## config.mk

```make
export PLATFORM = sky130hd
export DESIGN_NAME = wiper_drive_seq
export DESIGN_NICKNAME = d
export VERILOG_FILES = /design/src/rtl/wiper_pkg.sv /design/src/rtl/wiper_tick_gen.sv /design/src/rtl/wiper_drive_seq.sv
export SDC_FILE = /design/constraint.sdc
export NUM_CORES = 1
export LEC_CHECK = 0
export CAP_MARGIN = 20
export CORE_ASPECT_RATIO = 0.7
export CORE_MARGIN = 1
export CORE_UTILIZATION = 35
export DETAILED_ROUTE_END_ITERATION = 6
export SLEW_MARGIN = 40
export SYNTH_ARGS = -nofsm -noshare
export SYNTH_HDL_FRONTEND = slang
export SYNTH_HIERARCHICAL = 1
export SYNTH_SLANG_ARGS = --single-unit
```

## constraint.sdc

```tcl
create_clock -name clk -period 5.1 [get_ports clk]
set_input_delay 0.51 -clock clk [delete_from_list [all_inputs] [get_ports clk]]
set_output_delay 0.51 -clock clk [all_outputs]
set_load 0.1 [all_outputs]
```

## src/rtl/wiper_pkg.sv

```systemverilog
// ============================================================================
//  Module      : wiper_pkg
//  Description : Shared mode/state encodings and default geometry for the
//                wiper drive sequencer.
//  Revision    : 1.0 - initial release
// ============================================================================
`default_nettype none

package wiper_pkg;

    localparam int c_pos_max   = 8;
    localparam int c_dwell_cyc = 32;

    typedef enum logic [1:0] {
        OFF   = 2'b00,
        INTER = 2'b01,
        SLOW  = 2'b10,
        FAST  = 2'b11
    } mode_e;

    typedef enum logic [1:0] {
        PARK  = 2'b00,
        OUT   = 2'b01,
        BACK  = 2'b10,
        DWELL = 2'b11
    } state_e;

endpackage

`default_nettype wire

```

## src/rtl/wiper_tick_gen.sv

```systemverilog
// ============================================================================
//  Module      : wiper_tick_gen
//  Description : Blade step divider; ticks every cycle in fast mode, every
//                second cycle otherwise.
//  Revision    : 1.0 - initial release
// ============================================================================
`default_nettype none

module wiper_tick_gen (
    input  logic clk,
    input  logic reset,
    input  logic clr,
    input  logic fast,
    output logic tick
);

    logic r_phase;

    // Held cleared while the blade is idle, so the first slow tick of a
    // sweep lands on its second motor cycle.
    always_ff @(posedge clk) begin
        if (reset || clr) begin
            r_phase <= 1'b0;
        end else begin
            r_phase <= ~r_phase;
        end
    end

    assign tick = fast | r_phase;

endmodule

`default_nettype wire

```

## src/rtl/wiper_drive_seq.sv

```systemverilog
// ============================================================================
//  Module      : wiper_drive_seq
//  Description : Wiper motor sequencer: park / outward / return / dwell with
//                position tracking and a completed-sweep counter.
//  Revision    : 1.0 - initial release
// ============================================================================
`default_nettype none

module wiper_drive_seq
    import wiper_pkg::*;
#(
    parameter int POS_MAX   = c_pos_max,
    parameter int DWELL_CYC = c_dwell_cyc
) (
    input  logic                             clk,
    input  logic                             reset,
    input  logic [1:0]                       wiper,
    output logic                             motor_on,
    output logic                             motor_dir,
    output logic                             motor_fast,
    output logic                             parked,
    output logic [$clog2(POS_MAX+1)-1:0]     pos,
    output logic [7:0]                       sweep_cnt
);

    localparam int c_pw = $clog2(POS_MAX + 1);
    localparam int c_dw = $clog2(DWELL_CYC + 1);

    localparam logic [c_pw-1:0] c_pos_top   = c_pw'(POS_MAX);
    localparam logic [c_pw-1:0] c_pos_one   = c_pw'(1);
    localparam logic [c_dw-1:0] c_dwell_ld  = c_dw'(DWELL_CYC);
    localparam logic [c_dw-1:0] c_dwell_one = c_dw'(1);

    state_e            r_state;
    state_e            w_state_nxt;
    mode_e             r_mode;
    mode_e             w_req;
    logic [c_pw-1:0]   r_pos;
    logic [c_pw-1:0]   w_pos_inc;
    logic [c_pw-1:0]   w_pos_dec;
    logic [c_dw-1:0]   r_dwell;
    logic [7:0]        r_sweep;
    logic              w_tick;
    logic              w_sweeping;

    assign w_req      = mode_e'(wiper);
    assign w_pos_inc  = r_pos + c_pos_one;
    assign w_pos_dec  = r_pos - c_pos_one;
    assign w_sweeping = (r_state == OUT) || (r_state == BACK);

    wiper_tick_gen u_tick (
        .clk   (clk),
        .reset (reset),
        .clr   (!w_sweeping),
        .fast  (r_mode == FAST),
        .tick  (w_tick)
    );

    always_ff @(posedge clk) begin
        if (reset) begin
            r_state <= PARK;
        end else begin
            r_state <= w_state_nxt;
        end
    end

    always_comb begin
        w_state_nxt = r_state;
        case (r_state)
            PARK: begin
                if (w_req != OFF) w_state_nxt = OUT;
            end
            OUT: begin
                if (w_tick && (w_pos_inc == c_pos_top)) w_state_nxt = BACK;
            end
            BACK: begin
                if (w_tick && (w_pos_dec == '0)) begin
                    w_state_nxt = (r_mode == INTER) ? DWELL : PARK;
                end
            end
            DWELL: begin
                case (w_req)
                    OFF:     w_state_nxt = PARK;
                    INTER:   if (r_dwell == c_dwell_one) w_state_nxt = PARK;
                    default: w_state_nxt = OUT;
                endcase
            end
            default: w_state_nxt = PARK;
        endcase
    end

    // Mode is only sampled when a sweep is launched, so mid-sweep requests
    // cannot alter speed or stop the blade on the glass.
    always_ff @(posedge clk) begin
        if (reset) begin
            r_mode  <= OFF;
            r_pos   <= '0;
            r_sweep <= '0;
            r_dwell <= '0;
        end else begin
            if ((r_state == PARK || r_state == DWELL) && w_state_nxt == OUT) begin
                r_mode <= w_req;
            end
            if (r_state == OUT && w_tick) begin
                r_pos <= w_pos_inc;
            end else if (r_state == BACK && w_tick) begin
                r_pos <= w_pos_dec;
                if (w_pos_dec == '0) r_sweep <= r_sweep + 8'd1;
            end
            if (r_state != DWELL && w_state_nxt == DWELL) begin
                r_dwell <= c_dwell_ld;
            end else if (r_state == DWELL && r_dwell != '0) begin
                r_dwell <= r_dwell - c_dwell_one;
            end
        end
    end

    always_comb begin
        motor_on   = w_sweeping;
        motor_dir  = (r_state == OUT);
        motor_fast = w_sweeping && (r_mode == FAST);
        parked     = (r_state == PARK) || (r_state == DWELL);
        pos        = r_pos;
        sweep_cnt  = r_sweep;
    end

endmodule

`default_nettype wire

```

==> summary.json, run 1 <==
{
  "firstDrtPassIters": 4,
  "unrepaired_setup_endpoints_after_global_routing": "no",
  "timing.critical_path.required_ns": 5.30,
  "number_of_antenna_violations_at_the_first_check_in_global_routing": 0,
  "io_pins": 20,
  "final_area_um2": 1660,
  "gp_routability_congestion": 0.824,
  "min_path_type": "reg -> reg",
  "postCtsSetupRepairBufs": 0,
  "count_of_warnings_emitted_by_yosys": 6,
  "seq_area_frac_synth_pct": 31.8,
  "die-area_um2": 4400,
  "floorplan.initialDensity_pct": 36.7,
  "grt_start_max_net_pins": 18,
  "die_w_um": 78.8,
  "avgViaCountPerCell": 4.95,
  "core_area_um2": 3950,
  "criticalPathCategory": "reg -> reg",
  "insertion_delay_to_the_later_sink_of_the_worst_skew_pair_ns": 0.27,
  "synthFlopType": "dfxtp_1",
  "synth-seq-cells": 23,
  "cts_tree": "yes",
  "async_flop_share_pct": 0,
  "netlist.area_leader.share_pct": 31.8,
  "vias_in_the_first_global_route": 1043,
  "max_clock_freq_ghz": 0.359,
  "antennaDiodeCount": 0,
  "finClkSkew_ns": 0.00368,
  "detail_route.iter0.violations": 88,
  "rows": 19,
  "synth.lib_cells_used.distinct": 46,
  "hpwlAfterDp_mm": 2.14,
  "final_max_slew_viol_count": 0,
  "synthTopCellsByArea": "dfxtp_1 (32%), ha_1 (9.5%), nor2_1 (6.2%)",
  "yosysMostFrequentCell": "nor2_1",
  "clockRootBuffer": "clkbuf_8",
  "cp_launch_type": "flip-flop",
  "layout-area-overhead-vs-synth_pct": 14.4,
  "post_synth_inst_count": 165,
  "synthDominantAreaCellType": "dfxtp_1",
  "crit_path_max_fanout": 9,
  "finalSetupViolCount": 0,
  "worst_pin_slew_ns": 0.697,
  "avgSynthCellArea_um2": 8.77,
  "chipHeight_um": 55.8,
  "htree_num_levels": 1,
  "synth.top_cells.by_count": "nor2_1 (24), dfxtp_1 (23), nand2_1 (16)",
  "ctsHoldBuffers": 0,
  "post_synth_instance_area_um2": 1450,
  "p_per_area_nw_per_um2": 264,
  "clock_pin_slew_reported_for_the_worst_setup_and_hold_paths_after_clock_tree_synthesis_ns": 0.09,
  "final_nets": 200,
  "synth_edf_count": 0,
  "clockBufferDepth": 2,
  "grt_pass1_wl_mm": 4.84,
  "timing.slew.headroom_pct": 53.4,
  "wl_mm": 2.91,
  "signal_arrival_time_at_the_worst_endpoint_ns": 2.98,
  "drc": 0,
  "detailroute.via_count": 1168,
  "grt-ovfl-total": 0,
  "timing.max_cap.violations": 0,
  "final-hold-violation-count": 0,
  "numCtsBuffers": 3,
  "period_share_pct": 54.6,
  "post_cts_resized": 0,
  "endpoint_kind": "flip-flop",
  "postSynthNetCount": 180,
  "placed_cell_area_um2": 1610,
  "post-route-min-period_ns": 2.78,
  "status": "completed",
  "total_leakage_power_nw": 0.703,
  "grt_usage_pct": 13.9,
  "layout-drive-gt1-share_pct": 18.5,
  "clock-sinks": 23,
  "totalNegativeSetupSlack_ns": 0,
  "routed_wire_length_per_instance_um": 12.3,
  "port-buffer-count": 19,
  "ir_worst_vdd_uv": 124,
  "ant_nets": 0
}
-- cell families (layout without fill, tap and decap cells) --
| kind of cell | after synthesis | count (layout) | synth area share, % |
|---|---|---|---|
| xor gates and xnor gates | 16 | 16 | 9.69 |
| AOI/OAI and AO/OA | 25 | 25 | 16.4 |
| adders and majority gates | 11 | 11 | 9.52 |
| DFF | 23 | 23 | 31.8 |
| buffers and inverters | 18 | 37 | 5.19 |
| and+or+nand+nor | 67 | 67 | 23.8 |
| muxes | 5 | 5 | 3.63 |
-- through the flow --
stage / worst slack [ns] / power [mW] / utilization [%] / hold WS (ns) / std cells
2_1_floorplan: 1.76 / 0.302 / - / 0.383 / 165
3_3_place_gp: 2.42 / 0.325 / 42.5 / 0.396 / 232
3_5_place_dp: 2.38 / 0.321 / 40.7 / 0.399 / 232
4_1_cts: 2.36 / 0.442 / 41.9 / 0.412 / 236
5_1_grt: 2.19 / 0.458 / 41.9 / 0.426 / 236
6_report: 2.32 / 0.436 / 41.9 / 0.410 / 236
-- where the power goes --
group | internal, mW | switching [mW]
registers | 0.186 | 0.00761
clock network | 0.0553 | 0.0629
logic | 0.0339 | 0.0905
-- state kept, by name, summed over array words and instances (netlist names) --
signal,flops
r_mode,2
sweep_cnt,8
r_dwell,6
r_state,2
u_tick/r_phase,1
pos,4
-- placed cells by master (no fill, tap or decap), types with 2 or more instances in the layout --
cell type,netlist,layout
nand2_1,16,16
dfxtp_1,23,23
xor2_1,8,8
nor4_1,2,2
buf_2,0,16
nand4_1,2,2
clkbuf_8,0,3
and4_1,2,2
mux2_2,2,2
nand2b_1,2,2
clkdlybuf4s50_1,0,3
and3_1,2,2
inv_1,14,14
a21oi_1,5,5
nor3_1,4,4
o21ai_0,4,4
nand3_1,3,3
xnor2_1,8,8
nor2_1,24,24
ha_1,11,11
mux2i_1,3,3
-- per-layer routing --
layer,part of all wire [%],GRT usage (%)
met5,0,0
met1,53,19.3
met2,42,21.5
met3,4.2,3.61
met4,0.69,3.64
-- final timing paths --
path | from | endpoint | slack [ns] | depth (start not counted)
worst max-delay path | pos[0]$_SDFFE_PP0P_ | r_dwell[5]$_SDFFE_PP0P_ | 2.32 | 9
worst min-delay path | u_tick/r_phase$_SDFF_PP0_ | u_tick/r_phase$_SDFF_PP0_ | 0.41 | 1
worst max register to register | pos[0]$_SDFFE_PP0P_ | r_dwell[5]$_SDFFE_PP0P_ | 2.32 | 9
worst min register to register | u_tick/r_phase$_SDFF_PP0_ | u_tick/r_phase$_SDFF_PP0_ | 0.41 | 1
-- worst max-delay path, cell delays in order, from the launching register on --
cell,delay (ns)
dfxtp_1,0.53
inv_1,0.15
ha_1,0.26
o21bai_1,0.16
mux2_2,0.29
a2111o_1,0.48
a31oi_4,0.23
o21ai_4,0.12
or3_1,0.38
a21oi_2,0.12
-- final cells by class --
class,instances,area (um2)
clock buffers,3,41.3
clock inverters,1,7.51
fillers,400,2290
inverters,14,52.6
multi-input cells,124,918
flip-flops and latches,23,460
well taps,52,65.1
repair buffers,19,110
Note: power is estimated with default switching activity, not from simulation.
==> run 2: changes to the inputs <==
- clock period: 5.1 -> 2.4 ns (I/O delays scaled with it)
==> run 2 against run 1 <==
  * Clock power up 120%
  * Combinational power rose to 2.5 times the previous value
  * Fmax rose by 17%
  * Largest power group unchanged
  * Highest routed layer unchanged
==> summary.json, run 2 (same netlist as run 1, synthesis figures left out) <==
{
  "status": "completed",
  "signal_arrival_time_at_the_worst_endpoint": {"value": 2.58, "unit": "ns", "change": "-0.40 ns"},
  "totalNegativeSetupSlack": {"value": 0, "unit": "ns", "change": "unchanged"},
  "floorplan.initialDensity": {"value": 36.7, "unit": "%", "change": "unchanged"},
  "placed_cell_area": {"value": 1770, "unit": "um2", "change": "+10%"},
  "numCtsBuffers": {"value": 3, "change": "unchanged"},
  "post-route-min-period": {"value": 2.37, "unit": "ns", "change": "-0.408 ns"},
  "final_common_cell": "buf_4",
  "period_share": {"value": 98.9, "unit": "%", "change": "+44 points"},
  "ir_worst_vdd": {"value": 277, "unit": "uV", "change": "+120%"},
  "unrepaired_setup_endpoints_after_global_routing": "yes",
  "largest_register_ffs": {"value": 8, "change": "unchanged"},
  "total_leakage_power": {"value": 0.792, "unit": "nW", "change": "+13%"},
  "grt-ovfl-total": {"value": 0, "change": "unchanged"},
  "layout-drive-gt1-share": {"value": 31.2, "unit": "%", "change": "+13 points"},
  "clock-sinks": {"value": 23, "change": "unchanged"},
  "io_pins": {"value": 20, "change": "unchanged"},
  "endpoint_kind": "flip-flop",
  "final_max_slew_viol_count": {"value": 0, "change": "unchanged"},
  "timing.max_cap.violations": {"value": 0, "change": "unchanged"},
  "clockRootBuffer": "clkbuf_8",
  "criticalPathCategory": "reg -> reg",
  "grt_use_met3": {"value": 3.93, "unit": "%", "change": "+0.33 points"},
  "detailedPlace.worstSlack": {"value": 0.00247, "unit": "ns", "change": "-2.38 ns"},
  "most-common-layout-cells": "buf_4 (30), nor2_1 (24), dfxtp_1 (18), nand2_1 (16), inv_1 (12)",
  "antennaDiodeCount": {"value": 0, "change": "unchanged"},
  "cts_tree": "yes",
  "die_w": {"value": 78.8, "unit": "um", "change": "unchanged"},
  "grt_pass1_wl": {"value": 5.36, "unit": "mm", "change": "+11%"},
  "grt_usage": {"value": 15.6, "unit": "%", "change": "+1.6 points"},
  "gr-usage-met2": {"value": 22.6, "unit": "%", "change": "+1.1 points"},
  "layout-area-overhead-vs-synth_pct": 29.4,
  "layout_setup_ws": {"value": 0.0253, "unit": "ns", "change": "-2.29 ns"},
  "grt_start_max_net_pins": {"value": 15, "change": "-3"},
  "avgViaCountPerCell": {"value": 4.94, "change": "about the same"},
  "timing.critical_path.required": {"value": 2.61, "unit": "ns", "change": "-2.69 ns"},
  "wl": {"value": 3.16, "unit": "mm", "change": "+8.3%"},
  "met1_usage": {"value": 23.2, "unit": "%", "change": "+3.9 points"},
  "ant_nets": {"value": 0, "change": "unchanged"},
  "final_nets": {"value": 215, "change": "+7.5%"},
  "min_path_type": "reg -> reg",
  "firstDrtPassIters": {"value": 4, "change": "unchanged"},
  "crit_path_max_fanout": {"value": 5, "change": "-4"},
  "p_per_area": {"value": 522, "unit": "nW/um2", "change": "+98%"},
  "htree_num_levels": {"value": 1, "change": "unchanged"},
  "busiest_layer": "met1",
  "totalPowerFinal": {"value": 0.977, "unit": "mW", "change": "+120%"},
  "rows": {"value": 19, "change": "unchanged"},
  "clockBufferDepth": {"value": 2, "change": "unchanged"},
  "setup.reg_to_reg.worst_slack": {"value": 0.03, "unit": "ns", "change": "-2.29 ns"},
  "timing.slew.headroom": {"value": 66.9, "unit": "%", "change": "+14 points"},
  "final-hold-violation-count": {"value": 0, "change": "unchanged"},
  "cp_launch_type": "flip-flop",
  "routed_wire_length_per_instance": {"value": 12.6, "unit": "um", "change": "+1.8%"},
  "finClkSkew": {"value": 0.000755, "unit": "ns", "change": "-0.00292 ns"},
  "clock_pin_slew_reported_for_the_worst_setup_and_hold_paths_after_clock_tree_synthesis": {"value": 0.09, "unit": "ns", "change": "about the same"},
  "finalSetupViolCount": {"value": 0, "change": "unchanged"},
  "worst_pin_slew": {"value": 0.492, "unit": "ns", "change": "-0.205 ns"},
  "gp_routability_congestion": {"value": 0.856, "change": "+3.9%"},
  "vias_in_the_first_global_route": {"value": 1143, "change": "+9.6%"},
  "core_area": {"value": 3950, "unit": "um2", "change": "unchanged"},
  "chipHeight": {"value": 55.8, "unit": "um", "change": "unchanged"},
  "utilization": {"value": 47.4, "unit": "%", "change": "+5.5 points"},
  "insertion_delay_to_the_later_sink_of_the_worst_skew_pair": {"value": 0.27, "unit": "ns", "change": "about the same"},
  "drc": {"value": 0, "change": "unchanged"},
  "detail_route.iter0.violations": {"value": 71, "change": "-19%"},
  "port-buffer-count": {"value": 19, "change": "unchanged"},
  "number_of_antenna_violations_at_the_first_check_in_global_routing": {"value": 0, "change": "unchanged"},
  "hpwlAfterDp": {"value": 2.38, "unit": "mm", "change": "+11%"},
  "max_clock_freq": {"value": 0.421, "unit": "GHz", "change": "+17%"},
  "die-area": {"value": 4400, "unit": "um2", "change": "unchanged"},
  "ctsHoldBuffers": {"value": 0, "change": "unchanged"},
  "detailroute.via_count": {"value": 1241, "change": "+6.3%"},
  "final_area": {"value": 1870, "unit": "um2", "change": "+13%"}
}
-- run 2: final timing paths --
kind / startpoint / end / depth (start not counted)
hold reg to reg: u_tick/r_phase$_SDFF_PP0_ / u_tick/r_phase$_SDFF_PP0_ / 1
setup reg to reg: pos[0]$_SDFFE_PP0P_ / r_dwell[5]$_SDFFE_PP0P_ / 9
hold / removal: u_tick/r_phase$_SDFF_PP0_ / u_tick/r_phase$_SDFF_PP0_ / 1
setup / recovery: pos[0]$_SDFFE_PP0P_ / r_dwell[5]$_SDFFE_PP0P_ / 9
-- run 2: what timing repair did --
action / in CTS / in global routing
pin swaps: 0 / 5
setup buffers: 0 / 4
setup endpoints to repair: 4 / 8
resized for setup: 1 / 5
-- run 2: routing by layer --
metal / wire length, um / share of wire (%)
met2: 1330 / 42
met5: 0 / 0
met3: 193 / 6.1
met4: 16 / 0.51
met1: 1610 / 51
-- run 2: through the flow --
step	std cells	hold slack (ns)
after floorplan	165	0.317
after global placement	243	0.397
after detailed placement	243	0.401
after CTS	247	0.412
after global routing	251	0.438
final	251	0.413
-- run 2: cell type report --
cell class,instances,area (um2)
multi-input combinational,124,952
timing repair buffer,34,275
clock inverter,1,6.26
tap,52,65.1
fill,397,2070
sequential,23,474
clock buffer,3,41.3
inverter,14,57.6
-- run 2: critical path, stage by stage (launching register included) --
cell	delay (ns)
dfxtp_4	0.39
inv_4	0.05
ha_4	0.16
o21bai_1	0.15
mux2_4	0.28
a2111o_1	0.44
a31oi_4	0.23
o21ai_4	0.11
or3_4	0.38
a21oi_2	0.11
-- run 2: where the power goes --
part	switching (mW)	total (mW)	internal (mW)
registers	0.0148	0.409	0.394
logic	0.206	0.314	0.108
clock network	0.135	0.254	0.119
total	0.356	0.977	0.621
==> run 3: changes to the inputs <==
--- a/config.mk
+++ b/config.mk
@@ -9,5 +9,5 @@
 export CORE_ASPECT_RATIO = 0.7
 export CORE_MARGIN = 1
-export CORE_UTILIZATION = 35
+export CORE_UTILIZATION = 40
 export DETAILED_ROUTE_END_ITERATION = 6
 export SLEW_MARGIN = 40
==> constraint.sdc (replaced) <==
create_clock -name clk -period 2.4 [get_ports clk]
set_input_delay 0.24 -clock clk [delete_from_list [all_inputs] [get_ports clk]]
set_output_delay 0.24 -clock clk [all_outputs]
set_load 0.005 [all_outputs]
==> run 3 against run 2 <==
  * Utilization is 11 points higher
  * Final area is 2.1% higher
  * Via count is 2.1% higher
  * Critical endpoint is now r_dwell[3]$_SDFFE_PP0P_
  * Highest routed layer unchanged
==> summary.json, run 3 (same netlist as run 1, synthesis figures left out) <==
{
  "total_leakage_power": {"value": 0.778, "unit": "nW", "change": "-1.7%"},
  "detail_route.iter0.violations": {"value": 74, "change": "+4.2%"},
  "floorplan.initialDensity": {"value": 43.9, "unit": "%", "change": "+7.2 points"},
  "ir_worst_vdd": {"value": 308, "unit": "uV", "change": "+11%"},
  "firstDrtPassIters": {"value": 4, "change": "unchanged"},
  "endpoint_kind": "flip-flop",
  "signal_arrival_time_at_the_worst_endpoint": {"value": 2.54, "unit": "ns", "change": "-0.04 ns"},
  "crit_path_max_fanout": {"value": 5, "change": "unchanged"},
  "drc": {"value": 0, "change": "unchanged"},
  "cp_launch_type": "flip-flop",
  "grt_pass1_wl": {"value": 5.53, "unit": "mm", "change": "+3.2%"},
  "vias_in_the_first_global_route": {"value": 1181, "change": "+3.3%"},
  "timing.critical_path.required": {"value": 2.56, "unit": "ns", "change": "-0.05 ns"},
  "max_clock_freq": {"value": 0.420, "unit": "GHz", "change": "-0.19%"},
  "net-switching-power": {"value": 0.267, "unit": "mW", "change": "-25%"},
  "final_nets": {"value": 220, "change": "+2.3%"},
  "clockBufferDepth": {"value": 2, "change": "unchanged"},
  "utilization": {"value": 58.0, "unit": "%", "change": "+11 points"},
  "largest_register_ffs": {"value": 8, "change": "unchanged"},
  "port-buffer-count": {"value": 19, "change": "unchanged"},
  "final_common_cell": "nor2_1",
  "finClkSkew": {"value": 0.00244, "unit": "ns", "change": "+0.00169 ns"},
  "avgViaCountPerCell": {"value": 5.05, "change": "+2.1%"},
  "timing.max_cap.violations": {"value": 0, "change": "unchanged"},
  "cts_tree": "yes",
  "share_clk_of_total_power": {"value": 28.4, "unit": "%", "change": "+2.4 points"},
  "clockRootBuffer": "clkbuf_8",
  "htree_num_levels": {"value": 1, "change": "unchanged"},
  "most-common-layout-cells": "nor2_1 (24), dfxtp_1 (21), clkdlybuf4s50_1 (19), buf_4 (18), nand2_1 (16)",
  "comb_power_share": {"value": 26.3, "unit": "%", "change": "-5.9 points"},
  "internal_power": {"value": 0.626, "unit": "mW", "change": "+0.84%"},
  "timing.slew.headroom": {"value": 68.4, "unit": "%", "change": "+1.5 points"},
  "fin_hold_ws": {"value": 0.412, "unit": "ns", "change": "-0.000410 ns"},
  "totalPowerFinal": {"value": 0.893, "unit": "mW", "change": "-8.6%"},
  "rows": {"value": 17, "change": "-2"},
  "detailroute.via_count": {"value": 1267, "change": "+2.1%"},
  "finalSetupViolCount": {"value": 0, "change": "unchanged"},
  "hpwlAfterDp": {"value": 2.46, "unit": "mm", "change": "+3.3%"},
  "final_max_slew_viol_count": {"value": 0, "change": "unchanged"},
  "number_of_antenna_violations_at_the_first_check_in_global_routing": {"value": 0, "change": "unchanged"},
  "status": "completed",
  "criticalPathCategory": "reg -> reg",
  "grt_start_max_net_pins": {"value": 15, "change": "unchanged"},
  "p_per_area": {"value": 467, "unit": "nW/um2", "change": "-11%"},
  "gp_routability_congestion": {"value": 0.948, "change": "+11%"},
  "antennaDiodeCount": {"value": 0, "change": "unchanged"},
  "unrepaired_setup_endpoints_after_global_routing": "yes",
  "numCtsBuffers": {"value": 3, "change": "unchanged"},
  "layout-drive-gt1-share": {"value": 21.6, "unit": "%", "change": "-9.6 points"},
  "seqPwrFrac": {"value": 45.3, "unit": "%", "change": "+3.4 points"},
  "grt-ovfl-total": {"value": 0, "change": "unchanged"},
  "routed_wire_length_per_instance": {"value": 13.1, "unit": "um", "change": "+4.1%"},
  "power.share.switching": {"value": 29.9, "unit": "%", "change": "-6.6 points"},
  "final-hold-violation-count": {"value": 0, "change": "unchanged"},
  "layout-area-overhead-vs-synth_pct": 32.2,
  "die_w": {"value": 73.9, "unit": "um", "change": "-6.3%"},
  "clock-sinks": {"value": 23, "change": "unchanged"},
  "min_path_type": "reg -> reg",
  "clock_pin_slew_reported_for_the_worst_setup_and_hold_paths_after_clock_tree_synthesis": {"value": 0.09, "unit": "ns", "change": "about the same"},
  "io_pins": {"value": 20, "change": "unchanged"},
  "period_share": {"value": 99.1, "unit": "%", "change": "+0.19 points"},
  "worst_pin_slew": {"value": 0.470, "unit": "ns", "change": "-0.0221 ns"},
  "grt_usage": {"value": 18.7, "unit": "%", "change": "+3.1 points"},
  "die-area": {"value": 3860, "unit": "um2", "change": "-12%"},
  "ant_nets": {"value": 0, "change": "unchanged"},
  "chipHeight": {"value": 52.3, "unit": "um", "change": "-6.2%"},
  "core_area": {"value": 3300, "unit": "um2", "change": "-16%"},
  "wl": {"value": 3.29, "unit": "mm", "change": "+4.1%"},
  "totalNegativeSetupSlack": {"value": 0, "unit": "ns", "change": "unchanged"},
  "insertion_delay_to_the_later_sink_of_the_worst_skew_pair": {"value": 0.27, "unit": "ns", "change": "about the same"},
  "post-route-min-period": {"value": 2.38, "unit": "ns", "change": "+0.00451 ns"}
}
[run 3: cell types whose count changed in the layout (fill, tap and decap cells not counted), sizes merged]
cell and change:
buf -11, clkinvlp +1, inv -1, clkdlybuf4s50 +16
[run 3: per-layer routing]
layer  vias up  global-route usage [%]  wire (um)
li1        648                       -          -
met1       597                    26.3       1760
met2        20                    29.4       1380
met3         2                    4.62        144
met4         0                    2.88          7
met5         -                       0          0
[run 3: power groups by stage]
stage	sequential [mW]	combinational (mW)	clock, mW
floorplan	0.416	0.132	0
global placement	0.413	0.218	0
detailed placement	0.413	0.220	0
CTS	0.404	0.221	0.264
global route	0.407	0.254	0.280
finish	0.405	0.235	0.254
[run 3: path summary, 6_finish.rpt]
path                        startpoint                        end  slack [ns]  depth (start not counted)
max                pos[0]$_SDFFE_PP0P_    r_dwell[3]$_SDFFE_PP0P_        0.02                         10
min          u_tick/r_phase$_SDFF_PP0_  u_tick/r_phase$_SDFF_PP0_        0.41                          1
max reg2reg        pos[0]$_SDFFE_PP0P_    r_dwell[3]$_SDFFE_PP0P_        0.02                         10
min reg2reg  u_tick/r_phase$_SDFF_PP0_  u_tick/r_phase$_SDFF_PP0_        0.41                          1
[run 3: cell type report]
type                       instances  area (um2)
multi-input combinational        124         941
clock inverter                     1        7.51
sequential                        23         463
inverter                          14        52.6
fill                             302        1390
timing repair buffer              39         348
tap                               47        58.8
clock buffer                       3        41.3
[run 3: critical path, stage by stage (launching register included)]
cell	delay, ns
dfxtp_2	0.35
inv_2	0.05
ha_4	0.15
o21bai_1	0.15
mux2_4	0.29
a2111o_1	0.50
o21ai_2	0.12
a221oi_4	0.09
buf_6	0.14
o31ai_4	0.34
nor2_1	0.08
[run 3: timing repair]
action	in CTS	in global routing
cloned	0	0
hold buffers	0	0
pin swaps	0	10
resized for setup	0	11
setup buffers	1	4
setup endpoints to repair	2	8
[run 3: through the flow]
stage,setup WS [ns],area (um2),cells
floorplan,0.00669,1450,165
global placement,0.0241,1790,242
detailed placement,-0.0209,1790,242
CTS,0.00691,1840,247
global route,-0.0640,1910,251
finish,0.0208,1910,251
